[config.mk]
export PLATFORM = sky130hd
export DESIGN_NAME = hazard_unit
export DESIGN_NICKNAME = d
export VERILOG_FILES = /design/src/rtl/hazard_pkg.sv /design/src/rtl/md_busy_timer.sv /design/src/rtl/hazard_unit.sv
export SDC_FILE = /design/constraint.sdc
export NUM_CORES = 1
export LEC_CHECK = 0
export CAP_MARGIN = 20
export CORE_MARGIN = 2
export CORE_UTILIZATION = 30
export CTS_BUF_LIST = sky130_fd_sc_hd__clkbuf_16
export DETAILED_ROUTE_END_ITERATION = 8
export REMOVE_ABC_BUFFERS = 1
export SYNTH_ARGS = -nofsm -noshare
export SYNTH_HDL_FRONTEND = slang
export SYNTH_SLANG_ARGS = --single-unit
[constraint.sdc]
create_clock -name clk -period 2.1 [get_ports clk]
set_input_delay 0.21 -clock clk [delete_from_list [all_inputs] [get_ports clk]]
set_output_delay 0.21 -clock clk [all_outputs]
set_load 0.05 [all_outputs]
[src/rtl/hazard_pkg.sv]
// Shared constants for the pipeline hazard unit: field widths, MDU latencies,
// the "operand unused" Tuse marker and the forwarding stage-index encoding.
package hazard_pkg;

  localparam int TW_DEF       = 3;
  localparam int MULT_LAT_DEF = 5;
  localparam int DIV_LAT_DEF  = 10;

  localparam logic [TW_DEF-1:0] TUSE_NONE = '1;

  typedef enum logic [2:0] {
    STG_RF = 3'd0,
    STG_E  = 3'd1,
    STG_M  = 3'd2,
    STG_W  = 3'd3
  } stage_e;

endpackage

[src/rtl/md_busy_timer.sv]
// Multiply/divide busy counter: loads the operation latency on start and
// counts down to idle; busy while non-zero.
module md_busy_timer
  import hazard_pkg::*;
#(
  parameter int MULT_LAT = MULT_LAT_DEF,
  parameter int DIV_LAT  = DIV_LAT_DEF
) (
  input  logic clk,
  input  logic reset,
  input  logic start,
  input  logic div,
  output logic busy
);

  localparam int MAXL = (MULT_LAT > DIV_LAT) ? MULT_LAT : DIV_LAT;
  localparam int CW   = $clog2(MAXL + 1);

  logic [CW-1:0] cnt;

  always_ff @(posedge clk or posedge reset) begin
    if (reset) begin
      cnt <= '0;
    end else if (start) begin
      cnt <= div ? CW'(DIV_LAT) : CW'(MULT_LAT);
    end else if (cnt != '0) begin
      cnt <= cnt - CW'(1);
    end
  end

  assign busy = (cnt != '0);

endmodule

[src/rtl/hazard_unit.sv]
// Stall/forward decision for the D stage against NSTAGE tracked writers.
// Build with HAZARD_MDU_EN to add the multiply/divide busy interlock.
module hazard_unit
  import hazard_pkg::*;
#(
  parameter int NSTAGE   = 3,
  parameter int TW       = TW_DEF,
  parameter int MULT_LAT = MULT_LAT_DEF,
  parameter int DIV_LAT  = DIV_LAT_DEF
) (
  input  logic          clk,
  input  logic          reset,
  input  logic [4:0]    d_rs,
  input  logic [4:0]    d_rt,
  input  logic [TW-1:0] d_rs_tuse,
  input  logic [TW-1:0] d_rt_tuse,
  input  logic [4:0]    d_a3,
  input  logic [TW-1:0] d_tnew,
  input  logic          d_md_start,
  input  logic          d_md_div,
  input  logic          d_md_use,
  output logic          stall,
  output logic [2:0]    fwd_rs_stage,
  output logic [2:0]    fwd_rt_stage,
  output logic          md_busy
);

  localparam logic [TW-1:0] TNONE = '1;

  logic [NSTAGE:1][4:0]    a3;
  logic [NSTAGE:1][TW-1:0] tnew;
  logic                    md_stall;

  // Writer shadow pipeline: a stall pushes a bubble into E, older stages
  // always advance with Tnew counting down to zero.
  always_ff @(posedge clk or posedge reset) begin
    if (reset) begin
      a3   <= '0;
      tnew <= '0;
    end else begin
      a3[1]   <= stall ? 5'd0 : d_a3;
      tnew[1] <= stall ? '0 : d_tnew;
      for (int k = 2; k <= NSTAGE; k++) begin
        a3[k]   <= a3[k-1];
        tnew[k] <= (tnew[k-1] == '0) ? '0 : tnew[k-1] - TW'(1);
      end
    end
  end

  logic [NSTAGE:0] rs_m, rt_m;
  logic [NSTAGE:1] rs_win, rt_win, rs_hz, rt_hz;

  assign rs_m[0] = 1'b0;
  assign rt_m[0] = 1'b0;

  for (genvar k = 1; k <= NSTAGE; k++) begin : g_stage
    assign rs_m[k]   = (a3[k] != 5'd0) && (a3[k] == d_rs);
    assign rt_m[k]   = (a3[k] != 5'd0) && (a3[k] == d_rt);
    // Only the youngest writer of an operand matters; older ones are shadowed.
    assign rs_win[k] = rs_m[k] & ~(|rs_m[k-1:0]);
    assign rt_win[k] = rt_m[k] & ~(|rt_m[k-1:0]);
    assign rs_hz[k]  = (d_rs_tuse != TNONE) && (tnew[k] > d_rs_tuse);
    assign rt_hz[k]  = (d_rt_tuse != TNONE) && (tnew[k] > d_rt_tuse);
  end

  always_comb begin
    fwd_rs_stage = 3'(STG_RF);
    fwd_rt_stage = 3'(STG_RF);
    for (int k = 1; k <= NSTAGE; k++) begin
      if (rs_win[k]) fwd_rs_stage = 3'(k);
      if (rt_win[k]) fwd_rt_stage = 3'(k);
    end
  end

  assign stall = (|(rs_win & rs_hz)) | (|(rt_win & rt_hz)) | md_stall;

`ifdef HAZARD_MDU_EN
  md_busy_timer #(
    .MULT_LAT (MULT_LAT),
    .DIV_LAT  (DIV_LAT)
  ) u_md_timer (
    .clk   (clk),
    .reset (reset),
    .start (d_md_start & ~stall),
    .div   (d_md_div),
    .busy  (md_busy)
  );
  assign md_stall = d_md_use & md_busy;
`else
  logic unused_md;
  assign unused_md = ^{d_md_start, d_md_div, d_md_use};
  assign md_busy   = 1'b0;
  assign md_stall  = 1'b0;
`endif

endmodule
; Word level (Yosys, flattened, before mapping)
; Cells that the tools add are included.
[totals]
in_bits = 29
elab_cells = 64
register_bits = 24
out_inout_bits = 8
[classes]
order_cmp = 6
n_reduce_logical = 21
eq_ne = 8
add_sub_neg = 2
muxes = 10
bitwise = 11
[op_table]
columns = cell, n
row1 = 5-bit equality test, 6
row2 = 3-bit greater-than comparator, 6
row3 = 5-bit nonzero test, 3
row4 = 1-bit logical AND, 12
row5 = 3-bit 2-to-1 mux, 4
row6 = 3-bit AND, 2
row7 = 3-bit zero test, 2
row8 = 2-bit 2-to-1 mux, 3
row9 = "3-bit inequality test, second input constant", 2
row10 = 3-bit OR reduction, 2
row11 = "3-bit by 1-bit subtractor with 3-bit output, second input constant", 2
row12 = 5-bit 2-to-1 mux, 1
row13 = 1-bit AND, 4
row14 = 1-bit inverter, 4
row15 = 2-bit OR reduction, 2
row16 = 1-bit 2-to-1 mux, 2
row17 = 1-bit OR, 1

; Logic depth before layout (Yosys ltp)
; Gate-level depths: netlist (run 1).
[depth]
ltp_word = 9
mapped_depth = 8
depth_no_buf = 8

; Worst setup path after synthesis (run 1)
; OpenSTA, ideal clock, no wires.
[synth_path]
kind = reg-to-output
start = reg a3[1] in the netlist's numbering
end = out stall
stages_incl_launch_ff = 7
t_arrival_ns = 2.284
required_time_ns = 1.890
path_buffers = 0
slack_ns = -0.394
cell_sequence = dfrtp_1 -> or4_4 -> nor2_2 -> nor4_2 -> or4_4 -> o21ai_4 -> or2_1
[synth_via]
elab_chain_cells = 8
[synth_rtl]
columns = element, line_no
row1 = start: declaration, hazard_unit.sv:30  ; logic [NSTAGE:1][4:0] a3;
row2 = start signal: indexed assignment, hazard_unit.sv:44  ; a3[k] <= a3[k-1];
row3 = 5-bit equality test (tied with other cells), hazard_unit.sv:57  ; assign rs_m[k] = (a3[k] != 5'd0) && (a3[k] == d_rs);
row4 = "1-bit logical AND, on equally long branches", "hazard_unit.sv:57, hazard_unit.sv:58"
row5 = "2-bit OR reduction, on equally long branches", "hazard_unit.sv:60, hazard_unit.sv:61"
row6 = "1-bit inverter, on equally long branches", "hazard_unit.sv:60, hazard_unit.sv:61"
row7 = "1-bit AND, on equally long branches", "hazard_unit.sv:60, hazard_unit.sv:61"
row8 = 3-bit AND, hazard_unit.sv:75  ; assign stall = (|(rs_win & rs_hz)) | (|(rt_win & rt_hz)) | md_stall;
row9 = 3-bit OR reduction, hazard_unit.sv:75
row10 = 1-bit OR (*), hazard_unit.sv:75
row11 = end: declaration, hazard_unit.sv:22  ; output logic stall,
; Every way passes the cells marked *; elsewhere a longest branch is shown, timed or not.

; Final worst setup path (run 1)
; Same ends and word-level chain as after synthesis.

==> impl_results.md, run 1 <==
- Run status: finished, violations left
- Failing checks: negative setup slack
- Count of mapped cells out of synthesis: between 150 and 200
- Post-synth EDFFs: 0
- GPL Wtd Cong: 0.746
- Violation count after the first detailed-routing iteration: 40
- Post-Synth Adder-Cell Area: about 16%
- Final WL: 3.98 mm
- Yosys top cell by area: sky130_fd_sc_hd__dfrtp_1
- Number of max-cap violations: 0
- Maximum resistive drop on vdd: just over 300 uV
- Placed insts: about 310
- Hold Slack: slightly below 300 ps
- Longest individual stage delay on the worst path: between 500 and 600 ps
- Data arrival at the endpoint of the critical path: ~2400 ps
- Number of buffers added by the clock tree synthesis step: 3
- Layout cell share with drive strength beyond 1: 25.9%
- Wire length of the first global-routing pass: between 6 and 7 mm
- Total leakage power: about 1.2 nW
- Count of vias placed by the detailed router: ~1400
- GRT Overall Usage: between 10% and 20%
- Simple-gate share of the synthesized area: about a fifth
- Clock transition time at the flip-flop clock pins of the worst setup and hold paths: ~60 ps
- Worst-case clock skew: 2.15 ps
- Die extent in x: around 79 um
- Clock sinks: 24
- Final worst-path setup slack: -466 ps
- Number of nets in the layout: about 300
- Required arrival time at the worst endpoint: approximately 1900 ps
- Largest net degree at the start of global routing: 25
- Post-layout min period: about 2600 ps
- Fraction of post-synthesis cell area in the top cell type by area: around 36%
- Area after detailed placement: roughly 2400 um^2
- Detailed-route vias per instance: between 4 and 5
- Highest-delay cell along the critical path: sky130_fd_sc_hd__or4_4
- Type of element capturing the critical path: output pin
- Setup repair after global routing missed its margin: yes
- Root cell of the clock tree: sky130_fd_sc_hd__clkbuf_16
- Die height: approximately 79 um
- Synth cell count leaders: sky130_fd_sc_hd__dfrtp_1 (24), sky130_fd_sc_hd__ha_1 (22), sky130_fd_sc_hd__xor2_1 (18), sky130_fd_sc_hd__inv_1 (15), sky130_fd_sc_hd__xnor2_1 (12)
- CP startpoint kind: flop
- Pwr per Cell Area: between 600 and 700 nW/um^2
- GRT overflow: 0
- WS Path Type: flop to output pin
- Xor and xnor area share after synthesis: 15.5%
- Synth Warn #: 0
- Synth Area per Inst: slightly below 10 um^2
- Gate family responsible for the most delay along the worst path: simple AND/OR/NAND/NOR gates
- First-pass iteration count of the detailed router: 4
- # fillers: just over 500
- DRC Markers: 0
- Routed wire length per instance: 12.6 um
- Final std cell area, no fill: about 2600 um^2
- Final Hold Violating Endpoints: 0
- Count of different cell masters after synthesis: 32
- Worst-Skew Late Latency: around 260 ps
- Detailed Place HPWL: about 3.2 mm
- Synth Cell Area: ~1700 um^2
- Boundary Pins: 37
- Antenna-violating nets left: 0
- Core Footprint: about 5500 um^2
- Type of the most critical hold path: input pin to asynchronous set/reset pin
- CTS tree: done
- Max Fclk: between 300 and 400 MHz
- Antenna violations before repair: 0
- Most frequent cell after synthesis: sky130_fd_sc_hd__dfrtp_1
- CTS max path bufs: 2
- Sum of negative setup slack: -2200 ps
- Std-Cell Rows: 27
- #FFs+latches synth: 24
- Area added between synthesis and finish: 53.7%
- Peak fanout along the critical path: 4
- Number of antenna diodes: 0
- Initial core utilization: between 30% and 40%
- Overall die area: between 6000 and 7000 um^2
- Number of I/O port buffers: 30
- Async set or reset register ratio after synthesis: 100%
- Ordered list of cells on the worst path: or4_4, nor2_4, nor4_4, or4_4, o21ai_4, or2_4, buf_12
- Proportion of synthesized chip area in sequential cells: 35.5%
- Combinational family with the most area after synthesis: simple AND/OR/NAND/NOR gates
- Compound-cell area share of the yosys netlist: 7.69%
- Post-Layout Cell Count: ~320
- Max-slew violation count: 0
- Primary FF master, synth: sky130_fd_sc_hd__dfrtp_1
- Vias in the first global route: approximately 1400
- Fraction of the cycle the final worst path needs: 122%
- Cell repeated most along the worst path: sky130_fd_sc_hd__or4_4
- Number of H-tree branching levels: 1
- Buf/Inv on CP: 1
- Share of synthesized area spent on multiplexers: 0%
- Largest cells by area after synthesis: sky130_fd_sc_hd__dfrtp_1 (36%), sky130_fd_sc_hd__ha_1 (16%), sky130_fd_sc_hd__xor2_1 (9.3%)
- Setup violators final: 12
-- worst min-delay path, delay by kind of cell --
family	cells	cell delay, ps
buffers and inverters	3	730
-- report_power, final --
part | switching [W] | internal (W) | total (W)
logic | 0.000269 | 0.000295 | 0.000564
registers | 0.0000527 | 0.000517 | 0.000569
clock network | 0.000167 | 0.000379 | 0.000546
-- cells by family after synthesis --
group | Yosys count
buf+inv | 18
other cells | 1
compound gates | 19
flops | 24
fa+ha+maj | 22
xor+xnor | 30
simple gates | 57
-- stage by stage --
stage | util [%] | power, W | worst slack, ps
finish | 47.5 | 0.00168 | -466
global route | 47.5 | 0.00178 | -537
CTS | 46.5 | 0.00168 | -500
detailed placement | 43.6 | 0.00111 | -395
global placement | 43.6 | 0.00110 | -414
floorplan | - | 0.000865 | -394
-- area by class of cell --
type | count | area [um^2] | share of cell area, %
Multi-Input combinational cell | 131 | 1090 | 41.9
Clock inverter | 1 | 30.0 | 1.15
Timing Repair Buffer | 69 | 658 | 25.3
Sequential cell | 24 | 601 | 23.1
Tap cell | 72 | 90.1 | 3.46
Clock buffer | 3 | 75.1 | 2.89
Inverter | 15 | 56.3 | 2.17
-- repair_timing --
| item | in CTS | in global routing |
|---|---|---|
| setup buffers | 3 | 2 |
| gates cloned | 0 | 0 |
| pin swaps | 10 | 5 |
| setup endpoints to repair | 13 | 13 |
| resized for setup | 12 | 9 |
| hold buffers | 0 | 0 |
-- final timing paths --
| check | startpoint | endpoint | slack, ps | cells past startpoint |
|---|---|---|---|---|
| hold reg to reg | tnew[0]$_DFF_PP0_ | tnew[3]$_DFF_PP0_ | 470 | 1 |
| max in group asynchronous | reset | tnew[8]$_DFF_PP0_ | 1570 | 3 |
| setup reg to reg | a3[1]$_DFF_PP0_ | a3[0]$_DFF_PP0_ | -210 | 9 |
| hold / removal | reset | tnew[2]$_DFF_PP0_ | 290 | 3 |
| min in group clk | tnew[0]$_DFF_PP0_ | tnew[3]$_DFF_PP0_ | 470 | 1 |
| setup / recovery | a3[1]$_DFF_PP0_ | stall | -470 | 7 |
-- routing by layer --
metal / track usage [%] / wire [um] / vias to the layer above
li1: - / - / 733
met1: 18.1 / 1910 / 663
met2: 22.7 / 1960 / 23
met3: 1.02 / 75 / 5
met4: 3.62 / 42 / 0
met5: 0 / 0 / -
-- flip-flops by register name, indices dropped and copies added, names as in the netlist --
register,flops
a3,15
tnew,9
-- placed cells by master, fill, tap and decap left out, types with 2 or more instances in the layout --
cell type                         instances
sky130_fd_sc_hd__buf_6                    3
sky130_fd_sc_hd__xnor2_2                  2
sky130_fd_sc_hd__conb_1                   3
sky130_fd_sc_hd__nor2_1                   7
sky130_fd_sc_hd__nor3_1                   3
sky130_fd_sc_hd__dlymetal6s2s_1           3
sky130_fd_sc_hd__nor2b_1                  5
sky130_fd_sc_hd__clkdlybuf4s50_1         19
sky130_fd_sc_hd__nand2_1                  6
sky130_fd_sc_hd__xor2_1                  18
sky130_fd_sc_hd__buf_4                   36
sky130_fd_sc_hd__dfrtp_1                 24
sky130_fd_sc_hd__nand3_1                  7
sky130_fd_sc_hd__o21ai_0                  8
sky130_fd_sc_hd__nor3b_1                  8
sky130_fd_sc_hd__dlygate4sd2_1            3
sky130_fd_sc_hd__a21oi_1                  2
sky130_fd_sc_hd__nand2b_1                 3
sky130_fd_sc_hd__buf_12                   5
sky130_fd_sc_hd__or4_4                    2
sky130_fd_sc_hd__a32oi_1                  2
sky130_fd_sc_hd__nand4_1                  3
sky130_fd_sc_hd__xnor2_1                 10
sky130_fd_sc_hd__nor3_2                   3
sky130_fd_sc_hd__inv_1                   15
sky130_fd_sc_hd__clkbuf_16                3
sky130_fd_sc_hd__o21a_1                   2
sky130_fd_sc_hd__ha_1                    22
Note: power is estimated with default switching activity, not from simulation.
==> run 2: changes to the inputs <==
- CORE_UTILIZATION: 30 -> 46
- PLACE_DENSITY: not set -> 0.77
==> run 2 against run 1 <==
The flow still finishes with violations (negative setup slack). Via count rose by 5.3%. First-iteration DRC count increased by 7.5%. Highest routed layer unchanged. Clock-buffer cell count did not move.
==> impl_results.md, run 2 (synthesis gave the netlist of run 1 again) <==
- Run status: finished, violations left
- Failing checks: negative setup slack
- Std-Cell Rows: 22 (-19%)
- Overall die area: 4180 um^2 (-33%)
- Highest-delay cell along the critical path: sky130_fd_sc_hd__nor4_1
- Max-slew violation count: 0 (unchanged)
- Antenna-violating nets left: 0 (unchanged)
- Total leakage power: 1.19 nW (-2.9%)
- Placed insts: 278 (-9.7%)
- Critical path startpoint: a3[2]$_DFF_PP0_
- Number of nets in the layout: 292 (-1.0%)
- Max reg flops: 15 (unchanged)
- Internal power: 0.00119 W (-0.40%)
- Ordered list of cells on the worst path: buf_4, xnor2_1, nand3_1, nor4_1, buf_4, nand2b_1, o211ai_2, or2_4, buf_12
- Launching point of the worst reg2reg path: a3[1]$_DFF_PP0_
- Post-layout min period: 2680 ps (+117 ps)
- Peak fanout along the critical path: 4 (unchanged)
- Worst slew slack as a fraction of its limit: about 66%
- Worst-case clock skew: 2.94 ps (+0.786 ps)
- Die extent in x: 64.6 um (-18%)
- Number of H-tree branching levels: 1 (unchanged)
- Number of I/O port buffers: 30 (unchanged)
- Commonest cells after routing, fill and taps aside: sky130_fd_sc_hd__buf_4 (31), sky130_fd_sc_hd__dfrtp_1 (24), sky130_fd_sc_hd__ha_1 (22), sky130_fd_sc_hd__clkdlybuf4s50_1 (22), sky130_fd_sc_hd__xor2_1 (18)
- Cell repeated most along the worst path: sky130_fd_sc_hd__buf_4
- CP startpoint kind: flop
- Final Hold Violating Endpoints: 0 (unchanged)
- Clock transition time at the flip-flop clock pins of the worst setup and hold paths: 60 ps (about the same)
- Layout cell share with drive strength beyond 1: 25.0% (-0.93 points)
- GPL Wtd Cong: 0.843 (+13%)
- Root cell of the clock tree: sky130_fd_sc_hd__clkbuf_16
- CTS tree: done
- Antenna violations before repair: 0 (unchanged)
- Leading cell type in the layout, fill and taps excluded: sky130_fd_sc_hd__buf_4
- CTS max path bufs: 2 (unchanged)
- Final worst-path setup slack: -583 ps (-117 ps)
- Number of antenna diodes: 0 (unchanged)
- Type of element capturing the critical path: output pin
- Count of vias placed by the detailed router: 1500 (+5.3%)
- Tightest Pin Transition: ~500 ps
- Fraction of the cycle the final worst path needs: 128% (+5.6 points)
- Sequential share of power: 33.8% (about the same)
- Required arrival time at the worst endpoint: 1890 ps (about the same)
- Clock sinks: 24 (unchanged)
- Initial core utilization: 46.9% (+16 points)
- Power spent charging and discharging nets: 0.000508 W (+4.0%)
- Number of max-cap violations: 0 (unchanged)
- Gate family responsible for the most delay along the worst path: simple AND/OR/NAND/NOR gates
- Detailed-route vias per instance: 5.21 (+15%)
- Wire length of the first global-routing pass: 7.02 mm (+8.0%)
- GRT overflow: 0 (unchanged)
- First-pass iteration count of the detailed router: 4 (unchanged)
- Pwr per Cell Area: 661 nW/um^2 (+2.4%)
- Vias in the first global route: 1590 (+15%)
- Core Footprint: 3610 um^2 (-34%)
- Post-Layout Cell Count: 288 (-8.6%)
- Die height: 64.6 um (-18%)
- Area added between synthesis and finish: 51.4%
- Number of buffers added by the clock tree synthesis step: 3 (unchanged)
- Buf/Inv on CP: 3 (+2)
- Boundary Pins: 37 (unchanged)
- Maximum resistive drop on vdd: 367 uV (+21%)
- Data arrival at the endpoint of the critical path: 2470 ps (+110 ps)
- Share of total power in combinational logic: 33.6% (about the same)
- GRT Overall Usage: 22.2% (+8.9 points)
- Proportion of total power due to net switching: 30.0% (+0.90 points)
- Largest net degree at the start of global routing: 16 (-36%)
- Routed wire length per instance: 15.0 um (+19%)
- Final WL: 4.33 mm (+8.7%)
- Setup violators final: 12 (unchanged)
- Register ranked first by flip-flop count: a3
- Worst-Skew Late Latency: 260 ps (about the same)
- Setup repair after global routing missed its margin: yes
- Post-Route Utilization: 71.0% (+24 points)
- Max Fclk: 373 MHz (-4.4%)
- Path depth of the worst reg2reg path: 11 (+2)
- Clock network fraction of total power: 32.6% (about the same)
- Detailed Place HPWL: 3.00 mm (-6.5%)
- Longest individual stage delay on the worst path: 400 ps (-140 ps)
- R2r setup slk: -410 ps (-200 ps)
- Type of the most critical hold path: input pin to asynchronous set/reset pin
- DRC Markers: 0 (unchanged)
- FF-to-FF End: tnew[1]$_DFF_PP0_
- Largest registers in the final layout: a3 x15, tnew x9
- Violation count after the first detailed-routing iteration: 43 (+7.5%)
- WS Path Type: flop to output pin
-- run 2: timing repair --
item,in CTS,in global routing
gates cloned,0,0
hold endpoints to repair,0,0
pin swaps,5,1
setup endpoints to repair,13,13
buffers inserted,6,5
gates resized for setup,15,12
hold buffers,0,0
-- run 2: power groups by stage --
| stage | clock network [W] | logic [W] | registers, W |
|---|---|---|---|
| after floorplan | 0 | 0.000294 | 0.000572 |
| after global placement | 0 | 0.000503 | 0.000575 |
| after detailed placement | 0 | 0.000517 | 0.000578 |
| after CTS | 0.000556 | 0.000548 | 0.000572 |
| after global routing | 0.000571 | 0.000625 | 0.000581 |
| final | 0.000552 | 0.000569 | 0.000573 |
-- run 2: per-layer routing --
metal,GRT usage [%],up-vias,part of all wire (%)
met1,25.7,720,42
li1,-,728,-
met5,0,-,0
met4,10.4,0,3.4
met3,4.17,15,4.6
met2,39.5,37,50
-- run 2: final cells by class --
class,count,area [um^2]
Timing Repair Buffer,66,643
Inverter,15,56.3
Clock inverter,1,30.0
Sequential cell,24,601
Tap cell,48,60.1
Fill cell,254,1040
Multi-Input combinational cell,131,1100
Clock buffer,3,75.1
-- run 2: how the worst max path moves through the flow --
stage / to / depth (start not counted) / slack [ps]
5_1_grt: stall / 9 / -620
2_1_floorplan: stall / 6 / -390
6_report: stall / 9 / -580
3_5_place_dp: stall / 10 / -380
3_3_place_gp: stall / 10 / -350
4_1_cts: stall / 7 / -490
-- run 2: worst register-to-register path, delay by kind of cell, from the launching register on --
kind / cells / cell delay (ps)
flops: 1 / 370
simple gates: 5 / 1380
compound gates: 1 / 170
buf+inv: 5 / 480
-- run 2: through the flow --
step | TNS, ps | hold WS, ps | power [W] | cell area (um^2) | setup slack (ps)
2_1_floorplan | -417 | 225 | 0.000865 | 1680 | -394
3_3_place_gp | -1880 | 443 | 0.00108 | 2310 | -354
3_5_place_dp | -2220 | 447 | 0.00109 | 2310 | -376
4_1_cts | -4110 | 233 | 0.00168 | 2510 | -485
5_1_grt | -5020 | 243 | 0.00178 | 2560 | -618
6_report | -4210 | 215 | 0.00169 | 2560 | -583
==> run 3: changes to the inputs <==
- CORE_UTILIZATION: 46 -> 47
- CTS_BUF_LIST: sky130_fd_sc_hd__clkbuf_16 -> sky130_fd_sc_hd__clkbuf_2
- PLACE_DENSITY: 0.77 -> 0.78
==> run 3 against run 2 <==
The flow still finishes with violations (negative setup slack). Clock-buffer cell count unchanged. Routed wire length shrank 8.2%. Clock power shrank 43%. Core utilization fell by 0.52 points. Worst setup slack got worse by 17 ps. Sequential power hardly changed. Die area shrank 2.0%. Non-clock buffer count shrank 8. Critical endpoint unchanged.
==> impl_results.md, run 3 (synthesis gave the netlist of run 1 again) <==
- Data arrival at the endpoint of the critical path: 2490 ps (+20 ps)
- Met3 Wirelength: 144 um (-27%)
- Boundary Pins: 37 (unchanged)
- GPL Wtd Cong: 0.884 (+4.9%)
- Register ranked first by flip-flop count: a3
- Violation count after the first detailed-routing iteration: 42 (-2.3%)
- Core Footprint: 3390 um^2 (-6.0%)
- FF-to-FF End: tnew[1]$_DFF_PP0_
- Max reg flops: 15 (unchanged)
- GRT overflow: 0 (unchanged)
- Type of the most critical hold path: input pin to asynchronous set/reset pin
- Final Hold Violating Endpoints: 0 (unchanged)
- Setup repair after global routing missed its margin: yes
- Routed wire length per instance: 14.3 um (-4.9%)
- Number of H-tree branching levels: 1 (unchanged)
- Die extent in x: 64.0 um (-1.0%)
- Final WL: 3.97 mm (-8.2%)
- WS Path Type: flop to output pin
- Worst-Skew Late Latency: 360 ps (+100 ps)
- Pwr per Cell Area: 596 nW/um^2 (-9.8%)
- Layout cell share with drive strength beyond 1: 22.4% (-2.6 points)
- GRT Overall Usage: 21.6% (-0.62 points)
- # fillers: 253 (-0.39%)
- Setup violators final: 13 (+1)
- CTS tree: done
- Count of vias placed by the detailed router: 1431 (-4.6%)
- First-pass iteration count of the detailed router: 4 (unchanged)
- Antenna violations before repair: 0 (unchanged)
- Run status: finished, violations left
- Number of max-cap violations: 0 (unchanged)
- CTS max path bufs: 2 (unchanged)
- Length of routed wiring on met1: 1.78 mm (-2.0%)
- Largest net degree at the start of global routing: 25 (+9)
- Peak fanout along the critical path: 4 (unchanged)
- Antenna-violating nets left: 0 (unchanged)
- Path depth of the worst reg2reg path: 7 (-4)
- Number of I/O port buffers: 30 (unchanged)
- Area added between synthesis and finish: 41.3%
- Overall die area: 4100 um^2 (-2.0%)
- Number of buffers added by the clock tree synthesis step: 3 (unchanged)
- Detailed Place HPWL: 3.27 mm (+8.9%)
- Vias in the first global route: 1537 (-3.3%)
- Total leakage power: 1.11 nW (-7.2%)
- Clock transition time at the flip-flop clock pins of the worst setup and hold paths: 250 ps (+190 ps)
- Placed insts: 275 (-1.1%)
- Failing checks: negative setup slack
- Post-Layout Cell Count: 278 (-3.5%)
- Maximum resistive drop on vdd: 438 uV (+19%)
- Root cell of the clock tree: sky130_fd_sc_hd__clkbuf_2
- R2r setup slk: -80 ps (+330 ps)
- Number of nets in the layout: 284 (-2.7%)
- Wire length of the first global-routing pass: 6.87 mm (-2.3%)
- Die height: 64.0 um (-1.0%)
- Clock sinks: 24 (unchanged)
- Worst-case clock skew: 19.5 ps (+16.5 ps)
- WL met2: 1.98 mm (-8.7%)
- Final worst-path setup slack: -600 ps (-16.7 ps)
- Std-Cell Rows: 21 (-4.5%)
- Max Fclk: 370 MHz (-0.62%)
- Max-slew violation count: 0 (unchanged)
- Required arrival time at the worst endpoint: 1890 ps (about the same)
- Commonest cells after routing, fill and taps aside: sky130_fd_sc_hd__buf_4 (28), sky130_fd_sc_hd__dfrtp_1 (24), sky130_fd_sc_hd__clkdlybuf4s50_1 (23)
- Launching point of the worst reg2reg path: a3[3]$_DFF_PP0_
- Post-layout min period: 2700 ps (+16.7 ps)
- CP startpoint kind: flop
- Top routing layer in use: met4
- Number of antenna diodes: 0 (unchanged)
- Detailed-route vias per instance: 5.15 (-1.2%)
- Leading cell type in the layout, fill and taps excluded: sky130_fd_sc_hd__buf_4
- Worst Setup Slack post-DPL: -402 ps (-25.8 ps)
- Initial core utilization: 49.9% (+3.0 points)
- Largest registers in the final layout: a3 x15, tnew x9
- Type of element capturing the critical path: output pin
- Fraction of the cycle the final worst path needs: 129% (+0.79 points)
- DRC Markers: 0 (unchanged)
## run 3: worst max path at each step
stage / start / end / slack [ps] / depth (start not counted)
CTS: a3[3]$_DFF_PP0_ / stall / -650 / 7
floorplan: a3[1]$_DFF_PP0_ / stall / -390 / 6
detailed placement: d_rt_tuse[1] / stall / -400 / 10
global route: a3[3]$_DFF_PP0_ / stall / -690 / 7
global placement: d_rt_tuse[1] / stall / -350 / 10
finish: a3[3]$_DFF_PP0_ / stall / -600 / 7
## run 3: per-stage QoR
stage / setup TNS (ps) / area, um^2 / util [%] / total power (W) / hold slack (ps)
6_report: -1740 / 2390 / 70.5 / 0.00143 / 139
5_1_grt: -2900 / 2390 / 70.5 / 0.00152 / 137
4_1_cts: -2130 / 2370 / 69.8 / 0.00142 / 152
3_5_place_dp: -2530 / 2300 / 67.9 / 0.00110 / 465
3_3_place_gp: -1840 / 2300 / 67.9 / 0.00107 / 450
2_1_floorplan: -417 / 1680 / - / 0.000865 / 225
## run 3: power breakdown
| part | internal, W | leakage [nW] | switching (W) |
|---|---|---|---|
| clock | 0.000164 | 0.0266 | 0.000148 |
| combinational | 0.000275 | 0.794 | 0.000268 |
| sequential | 0.000516 | 0.287 | 0.0000540 |
| total | 0.000955 | 1.11 | 0.000470 |
## run 3: area by class of cell
| class | count | area, um^2 | area share, % |
|---|---|---|---|
| clock buffers | 3 | 15.0 | 0.628 |
| inverters | 15 | 56.3 | 2.36 |
| clock inverters | 1 | 30.0 | 1.26 |
| well taps | 46 | 57.6 | 2.41 |
| multi-input cells | 131 | 1070 | 44.9 |
| repair buffers | 58 | 558 | 23.4 |
| flip-flops and latches | 24 | 601 | 25.1 |
## run 3: critical path, cell delays in order (launching register included)
cell and delay [ps]:
sky130_fd_sc_hd__dfrtp_1 430, sky130_fd_sc_hd__or4_4 550, sky130_fd_sc_hd__nor2_4 110, sky130_fd_sc_hd__nor4_2 70, sky130_fd_sc_hd__or4_4 540, sky130_fd_sc_hd__o21ai_4 150, sky130_fd_sc_hd__or2_4 150, sky130_fd_sc_hd__buf_12 130
## run 3: layer usage
metal | GRT usage (%) | vias up
li1 | - | 704
met3 | 3.17 | 6
met2 | 37.6 | 33
met1 | 26.4 | 688
met5 | 0 | -
met4 | 9.24 | 0
## run 3: repair_timing
item                       4_1_cts  5_1_grt
gates resized for setup          8        5
hold buffers                     0        0
cloned                           0        0
buffers inserted                 1        0
setup endpoints to repair       13       13
pin swaps                        5        3
